$ cat src/rtl/data_cache_pkg.sv
// data_cache_pkg
// Shared definitions for the direct-mapped data cache: geometry, address
// field widths, controller state encoding and a small word-select helper.
// Ports: none (package).
package data_cache_pkg;

    localparam int SETS       = 8;
    localparam int TAG_W      = 25;
    localparam int INDEX_W    = 3;
    localparam int OFFSET_W   = 2;
    localparam int WORD_W     = 32;
    localparam int BLOCK_W    = 128;
    localparam int BLK_ADDR_W = TAG_W + INDEX_W;

    typedef enum logic [1:0] {
        IDLE      = 2'd0,
        WRITEBACK = 2'd1,
        ALLOCATE  = 2'd2,
        UPDATE    = 2'd3
    } cache_state_t;

    // Bit position of the selected 32-bit word inside a 128-bit block.
    function automatic logic [6:0] word_lsb(input logic [OFFSET_W-1:0] offset);
        return {offset, 5'b0};
    endfunction

endpackage

$ cat src/rtl/data_cache_if.sv
// data_cache_if
// Bundles the CPU-side request bus and the main-memory block bus of the cache.
// Modports:
//   slave  - the cache: takes CPU requests and memory responses, drives
//            READDATA/BUSYWAIT and the memory block requests.
//   master - the environment (CPU pipeline plus main memory).
interface data_cache_if;
    import data_cache_pkg::*;

    logic                  MEMREAD;
    logic                  MEMWRITE;
    logic [31:0]           ADDRESS;
    logic [WORD_W-1:0]     WRITEDATA;
    logic [WORD_W-1:0]     READDATA;
    logic                  BUSYWAIT;
    logic                  MEM_READ;
    logic                  MEM_WRITE;
    logic [BLK_ADDR_W-1:0] MEM_ADDRESS;
    logic [BLOCK_W-1:0]    MEM_WRITEDATA;
    logic [BLOCK_W-1:0]    MEM_READDATA;
    logic                  MEM_BUSYWAIT;

    modport slave (
        input  MEMREAD, MEMWRITE, ADDRESS, WRITEDATA, MEM_READDATA, MEM_BUSYWAIT,
        output READDATA, BUSYWAIT, MEM_READ, MEM_WRITE, MEM_ADDRESS, MEM_WRITEDATA
    );

    modport master (
        output MEMREAD, MEMWRITE, ADDRESS, WRITEDATA, MEM_READDATA, MEM_BUSYWAIT,
        input  READDATA, BUSYWAIT, MEM_READ, MEM_WRITE, MEM_ADDRESS, MEM_WRITEDATA
    );

endinterface

$ cat src/rtl/data_cache_controller_fsm.sv
// cache_controller_fsm
// Miss-handling controller of the data cache.
// Ports:
//   clk, rst_n    - clock, asynchronous active-low reset
//   hit           - current request hits in the cache
//   dirty         - indexed set is valid and dirty (victim needs writeback)
//   request       - CPU load or store pending
//   mem_busywait  - main memory still busy with the current transfer
//   state         - current controller state
//   busywait      - stall to the CPU
//   mem_read      - block fetch request to memory
//   mem_write     - block writeback request to memory
module cache_controller_fsm
    import data_cache_pkg::*;
(
    input  logic         clk,
    input  logic         rst_n,
    input  logic         hit,
    input  logic         dirty,
    input  logic         request,
    input  logic         mem_busywait,
    output cache_state_t state,
    output logic         busywait,
    output logic         mem_read,
    output logic         mem_write
);

    cache_state_t state_q;
    logic         busy_q;
    logic         mem_read_q;
    logic         mem_write_q;

    // Memory request strobes are set on entry to their state so that they are
    // flop outputs; busy_q covers every non-IDLE state.
    always_ff @(posedge clk or negedge rst_n) begin
        if (!rst_n) begin
            state_q     <= IDLE;
            busy_q      <= 1'b0;
            mem_read_q  <= 1'b0;
            mem_write_q <= 1'b0;
        end else begin
            case (state_q)
                IDLE: begin
                    if (request && !hit) begin
                        busy_q <= 1'b1;
                        if (dirty) begin
                            state_q     <= WRITEBACK;
                            mem_write_q <= 1'b1;
                        end else begin
                            state_q    <= ALLOCATE;
                            mem_read_q <= 1'b1;
                        end
                    end
                end
                WRITEBACK: begin
                    if (!mem_busywait) begin
                        state_q     <= ALLOCATE;
                        mem_write_q <= 1'b0;
                        mem_read_q  <= 1'b1;
                    end
                end
                ALLOCATE: begin
                    if (!mem_busywait) begin
                        state_q    <= UPDATE;
                        mem_read_q <= 1'b0;
                    end
                end
                UPDATE: begin
                    state_q <= IDLE;
                    busy_q  <= 1'b0;
                end
                default: begin
                    state_q     <= IDLE;
                    busy_q      <= 1'b0;
                    mem_read_q  <= 1'b0;
                    mem_write_q <= 1'b0;
                end
            endcase
        end
    end

    // A miss must stall the CPU in the same cycle it is presented, so the IDLE
    // miss term is combinational; it is gated by reset so the stall is low
    // while reset is held.
    assign busywait  = busy_q | (rst_n & (state_q == IDLE) & request & ~hit);
    assign state     = state_q;
    assign mem_read  = mem_read_q;
    assign mem_write = mem_write_q;

endmodule

$ cat src/rtl/data_cache.sv
// data_cache
// Direct-mapped, write-back, write-allocate data cache: 8 sets of 16-byte
// blocks, word access only. Hits complete with no stall; misses are handled
// by cache_controller_fsm (optional writeback, then block fetch, then fill).
// Ports:
//   CLK    - clock
//   RESET  - asynchronous active-low reset
//   bus    - data_cache_if.slave: CPU request bus and main-memory block bus
module data_cache
    import data_cache_pkg::*;
(
    input  logic         CLK,
    input  logic         RESET,
    data_cache_if.slave  bus
);

    logic [INDEX_W-1:0]    idx;
    logic [TAG_W-1:0]      req_tag;
    logic [OFFSET_W-1:0]   offset;
    logic                  request;
    logic                  hit;
    logic                  victim_dirty;
    cache_state_t          state;

    logic [SETS-1:0]       valid_q, valid_d;
    logic [SETS-1:0]       dirty_q, dirty_d;
    logic [TAG_W-1:0]      tag_q  [SETS];
    logic [TAG_W-1:0]      tag_d  [SETS];
    logic [BLOCK_W-1:0]    data_q [SETS];
    logic [BLOCK_W-1:0]    data_d [SETS];
    logic [BLK_ADDR_W-1:0] miss_addr_q, miss_addr_d;
    logic [INDEX_W-1:0]    miss_idx;
    logic [TAG_W-1:0]      miss_tag;
    logic                  unused_addr_bits;

    assign idx              = bus.ADDRESS[6:4];
    assign req_tag          = bus.ADDRESS[31:7];
    assign offset           = bus.ADDRESS[3:2];
    assign unused_addr_bits = ^bus.ADDRESS[1:0];
    assign request          = bus.MEMREAD | bus.MEMWRITE;
    assign hit              = valid_q[idx] && (tag_q[idx] == req_tag);
    assign victim_dirty     = valid_q[idx] & dirty_q[idx];
    assign miss_idx         = miss_addr_q[INDEX_W-1:0];
    assign miss_tag         = miss_addr_q[BLK_ADDR_W-1:INDEX_W];

    cache_controller_fsm u_fsm (
        .clk          (CLK),
        .rst_n        (RESET),
        .hit          (hit),
        .dirty        (victim_dirty),
        .request      (request),
        .mem_busywait (bus.MEM_BUSYWAIT),
        .state        (state),
        .busywait     (bus.BUSYWAIT),
        .mem_read     (bus.MEM_READ),
        .mem_write    (bus.MEM_WRITE)
    );

    assign bus.READDATA = data_q[idx][word_lsb(offset) +: WORD_W];

    // The block address is captured while IDLE so a fill started by a miss
    // lands in the right set even if the CPU withdraws or changes its request.
    always_comb begin
        valid_d     = valid_q;
        dirty_d     = dirty_q;
        tag_d       = tag_q;
        data_d      = data_q;
        miss_addr_d = miss_addr_q;
        case (state)
            IDLE: begin
                miss_addr_d = bus.ADDRESS[31:4];
                if (bus.MEMWRITE && hit) begin
                    data_d[idx][word_lsb(offset) +: WORD_W] = bus.WRITEDATA;
                    dirty_d[idx] = 1'b1;
                end
            end
            UPDATE: begin
                data_d[miss_idx]  = bus.MEM_READDATA;
                tag_d[miss_idx]   = miss_tag;
                valid_d[miss_idx] = 1'b1;
                dirty_d[miss_idx] = 1'b0;
            end
            default: ;
        endcase
    end

    // Memory-side address/data are only meaningful during a transfer and are
    // held at zero otherwise (including under reset, since state is IDLE).
    always_comb begin
        bus.MEM_ADDRESS   = '0;
        bus.MEM_WRITEDATA = '0;
        case (state)
            WRITEBACK: begin
                bus.MEM_ADDRESS   = {tag_q[miss_idx], miss_idx};
                bus.MEM_WRITEDATA = data_q[miss_idx];
            end
            ALLOCATE: bus.MEM_ADDRESS = miss_addr_q;
            default: ;
        endcase
    end

    always_ff @(posedge CLK or negedge RESET) begin
        if (!RESET) begin
            valid_q     <= '0;
            dirty_q     <= '0;
            miss_addr_q <= '0;
        end else begin
            valid_q     <= valid_d;
            dirty_q     <= dirty_d;
            miss_addr_q <= miss_addr_d;
        end
    end

    // Tag and data arrays carry no reset; valid bits qualify them.
    always_ff @(posedge CLK) begin
        tag_q  <= tag_d;
        data_q <= data_d;
    end

endmodule

$ cat src/flat_wrapper.sv
// flat-port wrapper written by rule: the top's interface ports become plain ports
module data_cache_flat import data_cache_pkg::*;
  (CLK, RESET, bus_MEMREAD, bus_MEMWRITE, bus_ADDRESS, bus_WRITEDATA, bus_MEM_READDATA, bus_MEM_BUSYWAIT, bus_READDATA, bus_BUSYWAIT, bus_MEM_READ, bus_MEM_WRITE, bus_MEM_ADDRESS, bus_MEM_WRITEDATA);
  data_cache_if bus_i ();
  input  logic CLK;
  input  logic RESET;
  input wire logic [$bits(bus_i.MEMREAD)-1:0] bus_MEMREAD;
  input wire logic [$bits(bus_i.MEMWRITE)-1:0] bus_MEMWRITE;
  input wire logic [$bits(bus_i.ADDRESS)-1:0] bus_ADDRESS;
  input wire logic [$bits(bus_i.WRITEDATA)-1:0] bus_WRITEDATA;
  input wire logic [$bits(bus_i.MEM_READDATA)-1:0] bus_MEM_READDATA;
  input wire logic [$bits(bus_i.MEM_BUSYWAIT)-1:0] bus_MEM_BUSYWAIT;
  output wire logic [$bits(bus_i.READDATA)-1:0] bus_READDATA;
  output wire logic [$bits(bus_i.BUSYWAIT)-1:0] bus_BUSYWAIT;
  output wire logic [$bits(bus_i.MEM_READ)-1:0] bus_MEM_READ;
  output wire logic [$bits(bus_i.MEM_WRITE)-1:0] bus_MEM_WRITE;
  output wire logic [$bits(bus_i.MEM_ADDRESS)-1:0] bus_MEM_ADDRESS;
  output wire logic [$bits(bus_i.MEM_WRITEDATA)-1:0] bus_MEM_WRITEDATA;
  assign bus_i.MEMREAD = bus_MEMREAD;
  assign bus_i.MEMWRITE = bus_MEMWRITE;
  assign bus_i.ADDRESS = bus_ADDRESS;
  assign bus_i.WRITEDATA = bus_WRITEDATA;
  assign bus_i.MEM_READDATA = bus_MEM_READDATA;
  assign bus_i.MEM_BUSYWAIT = bus_MEM_BUSYWAIT;
  assign bus_READDATA = bus_i.READDATA;
  assign bus_BUSYWAIT = bus_i.BUSYWAIT;
  assign bus_MEM_READ = bus_i.MEM_READ;
  assign bus_MEM_WRITE = bus_i.MEM_WRITE;
  assign bus_MEM_ADDRESS = bus_i.MEM_ADDRESS;
  assign bus_MEM_WRITEDATA = bus_i.MEM_WRITEDATA;
  data_cache u_core (.CLK(CLK), .RESET(RESET), .bus(bus_i));
endmodule
$ cat config.mk
export PLATFORM = sky130hd
export DESIGN_NAME = data_cache_flat
export DESIGN_NICKNAME = d
export VERILOG_FILES = /design/src/rtl/data_cache_pkg.sv /design/src/rtl/data_cache_if.sv /design/src/rtl/data_cache_controller_fsm.sv /design/src/rtl/data_cache.sv /design/src/flat_wrapper.sv
export SDC_FILE = /design/constraint.sdc
export NUM_CORES = 2
export LEC_CHECK = 0
export ABC_AREA = 0
export ABC_CLOCK_PERIOD_IN_PS = 11130
export CAP_MARGIN = 30
export CORE_ASPECT_RATIO = 0.6
export CORE_MARGIN = 2
export CORE_UTILIZATION = 30
export CTS_CLUSTER_DIAMETER = 100
export CTS_CLUSTER_SIZE = 40
export DETAILED_ROUTE_END_ITERATION = 10
export PLACE_DENSITY = 0.42
export SYNTH_ARGS = -nofsm -noshare
export SYNTH_HDL_FRONTEND = slang
export SYNTH_SLANG_ARGS = --single-unit
$ cat constraint.sdc
create_clock -name CLK -period 11.13 [get_ports CLK]
set_input_delay 2.7825 -clock CLK [delete_from_list [all_inputs] [get_ports CLK]]
set_output_delay 2.7825 -clock CLK [all_outputs]
set_load 0.01 [all_outputs]
==> metrics.md <==
| Metric | Value |
|---|---|
| Global-route wire length before repair | `521000 microns` |
| Clk_skew | `between 0.07 and 0.08 ns` |
| Detailed-route DRC error count | `0` |
| Mapped Nets | `about 6500` |
| Post-synth EDFFs | `1224` |
| CTS root buf | `clkbuf_16` |
| Largest net degree at the start of global routing | `roughly 100` |
| Total wire length | `393000 microns` |
| End of the worst hold path | `u_core.valid_q[3]` |
| Asr flop ratio synth | `3.85%` |
| Antenna-violating nets left | `0` |
| Peak supply drop | `0.245 mV` |
| Sum Neg Setup Slack | `0 ns` |
| H-tree depth | `2` |
| FF-to-FF path depth | `7` |
| Min Clock Period, post-route | `between 9 and 10 ns` |
| CP endpoint kind | `output port` |
| Mapped Cells | `6325` |
| Endpoints failing setup | `0` |
| IO Port Bufs | `385` |
| Grt ovf | `0` |
| Layout area overhead | `14.5%` |
| Mapped Avg Cell Area | `10.6 sq um` |
| Post-cts resize count | `0` |
| Nets | `6524` |
| Reg2Reg Capture Point | `u_core.data_q[342]` |
| Layout cells sized above 1 | `9.81%` |
| Max Cap Viol | `0` |
| Critical Path RT | `8.35 ns` |
| CP max FO | `58` |
| Max transition margin | `20.8%` |
| Final Hold Viols | `0` |
| WL per Instance | `41.9 microns` |
| Clk slew on worst S/H paths | `approximately 0.15 ns` |
| Max frequency | `slightly above 100 MHz` |
| Starting Density | `a little under a third` |
| Drt first pass iters | `8` |
| Pwr dens | `193 nW/um^2` |
| Lkg Pwr | `22.8 nW` |
| Flop-to-flop setup slack | `approximately 5.3 ns` |
| Overall routing resource usage | `33.1%` |
| Crit path launch type | `input port` |
| Setup Crit Path Kind | `in2out` |
| RR Startpoint | `u_core.miss_addr_q[2]` |
| Iter 0 DRT Violations | `11000` |
| Slew @ Worst Pin | `roughly 1.2 ns` |
| Skew-Pair Late Insertion Delay | `approximately 0.81 ns` |
| Sequential area share after synthesis | `a little under three fifths` |
| Number of setup buffers added after CTS | `0` |
| Final Cycle Share | `between 80% and 90%` |
| Hold Crit Class | `reg2reg` |
| Synth Flop Type | `edfxtp_1` |
| Fillers | `22200` |
| Status | `finished, final reports clean` |
| Placement row count | `between 100 and 150` |
| Beginning of the worst hold path | `u_core.valid_q[3]` |
| Synth Warn # | `0` |
| Vias in the first global route | `56800` |
| Via/cell ratio | `around 6.5` |
| Core area | `~220000 sq um` |
| IO Count | `388` |
| Die Wd | `615 microns` |
| Crit path DAT | `7.16 ns` |
| Cts hold-fix bufs | `0` |
| Number of synthesized register bits | `between 1000 and 1500` |
| DR vias | `between 60000 and 70000` |
| Total power | `0.0149 W` |
| DIE AREA | `228000 sq um` |
| Worst Hold Depth | `1` |
| CTS buffer count | `45` |
| RD Place Congestion | `0.890` |
| CTS tree | `yes` |
| Hpwl dp | `~230000 microns` |
| Initial antenna violation count | `70` |
| RSZ-0062 raised after global routing | `false` |
| Max clock buf depth | `3` |
| Synth cell types | `63` |
| Num Clock Sinks | `roughly 1300` |
| Slew Limit Fails | `0` |
| Syn Std Cell Area | `around 67000 sq um` |
| Die height | `370 microns` |
==> layout make-up <==
cell class	instances	area [sq um]	area share, %
Sequential cell	1273	38000	49.4
Multi-Input combinational cell	4308	26700	34.7
Timing Repair Buffer	675	6640	8.65
Tap cell	2992	3740	4.87
Clock buffer	50	1140	1.49
Clock inverter	32	464	0.604
Antenna cell	40	100	0.130
Inverter	15	66.3	0.0863
==> where the power goes <==
group | internal (W) | switching, W | leakage [nW] | total (W)
clock network | 0.000855 | 0.00183 | 0.771 | 0.00268
logic | 0.00176 | 0.00403 | 10.4 | 0.00578
registers | 0.00599 | 0.000401 | 11.6 | 0.00639
total | 0.00861 | 0.00625 | 22.8 | 0.0149
==> cells in the final DEF, fill, tap and decap left out, types with 8 or more instances in the layout <==
cell type and n:
and2_1 25, nand2_1 1153, xor2_1 13, dfrtp_1 49
nor2_2 11, a22o_1 279, nand4_1 10, a221o_1 20
a31oi_1 111, inv_1 12, a221oi_1 207, nor2_4 42
nor2b_1 26, or2_2 14, o21ai_0 1015, mux2_2 94
nand3_1 80, a21oi_1 177, nor2_1 84, buf_4 238
mux4_2 44, clkdlybuf4s50_1 379, a41oi_1 51, and2_4 8
clkbuf_16 45, buf_8 9, o22ai_1 12, edfxtp_1 1224
a22oi_1 562, mux2i_1 142, buf_16 9, diode_2 40
buf_12 29, o21ai_1 31
==> cell usage after synthesis, types with 5 or more instances <==
master	n	area (sq um)
nor2b_1	31	194
buf_1	121	454
a41oi_1	51	447
a31oi_1	111	694
a22o_1	279	2440
o21ai_0	1038	5190
o21ai_1	11	55.1
buf_6	6	67.6
xor2_1	13	114
dfrtp_1	49	1230
mux4_2	44	991
and2_1	34	213
and3_1	7	43.8
a21oi_1	177	886
mux2i_1	142	1420
a22oi_1	562	4220
buf_2	39	195
nand4_1	10	62.6
edfxtp_1	1224	36800
nand2_1	1153	4330
mux2_2	94	1060
o22ai_1	12	75.1
o31ai_1	7	52.6
ha_1	9	113
or2_2	14	87.6
a221oi_1	207	1810
buf_4	17	128
nand3_1	80	400
clkbuf_1	546	2050
a221o_1	20	200
inv_1	14	52.6
nand2b_1	5	31.3
nor2_1	136	510
==> worst max-delay path, cell delays in order <==
cell and delay (ns):
buf_8 0.53, nand2_1 0.56, nor2_4 0.77, buf_4 0.46, a22oi_1 0.13, nand2_1 0.10, a221oi_1 0.06, o21ai_0 0.28
buf_4 0.30, nand3_1 0.09, o21ai_0 0.33, clkdlybuf4s50_1 0.68
==> cell families after synthesis <==
group / synth area share [%]
XOR/XNOR: 0.222
AO/OA/AOI/OAI: 24.4
multiplexers: 5.24
AND/OR/NAND/NOR: 8.94
buffers and inverters: 4.40
adder cells (fa/ha/maj): 0.168
flip-flops: 56.6
==> routing by layer <==
metal	vias up	GRT usage [%]	part of all wire [%]
met3	825	10.6	12
met1	31200	44.6	40
li1	24200	-	-
met2	5033	47.6	42
met5	-	0	0.066
met4	42	16.1	4.8
==> how the worst max path moves through the flow <==
stage / startpoint / to / slack (ns) / cells past startpoint
6_report: bus_ADDRESS[5] / bus_READDATA[9] / 1.18 / 12
4_1_cts: bus_ADDRESS[5] / bus_READDATA[9] / 1.23 / 12
3_5_place_dp: bus_ADDRESS[5] / bus_READDATA[9] / 1.28 / 12
5_1_grt: bus_ADDRESS[5] / bus_READDATA[9] / 1.14 / 12
2_1_floorplan: bus_ADDRESS[5] / bus_READDATA[4] / 3.32 / 10
3_3_place_gp: bus_ADDRESS[5] / bus_READDATA[9] / 1.22 / 10
==> flip-flops by register name, summed over array words and instances, names as in the netlist <==
name                    count
u_core.data_q            1024
u_core.miss_addr_q         28
u_core.u_fsm.mem_read       1
u_core.u_fsm.busy_q         1
u_core.u_fsm.state          2
u_core.tag_q              200
u_core.dirty_q              8
u_core.u_fsm.mem_write      1
u_core.valid_q              8
==> per-stage QoR <==
| step | instance area, sq um | hold slack [ns] | worst slack [ns] | cells | utilization, % |
|---|---|---|---|---|---|
| finish | 76800 | 0.487 | 1.18 | 9385 | 34.5 |
| floorplan | 67100 | 0.433 | 3.32 | 6325 | - |
| detailed placement | 75000 | 0.451 | 1.28 | 9254 | 33.7 |
| global placement | 74600 | 0.446 | 1.22 | 9231 | 33.6 |
| global route | 76800 | 0.505 | 1.14 | 9363 | 34.5 |
| CTS | 76600 | 0.486 | 1.23 | 9336 | 34.5 |
Power figures use the tool's default switching activity.
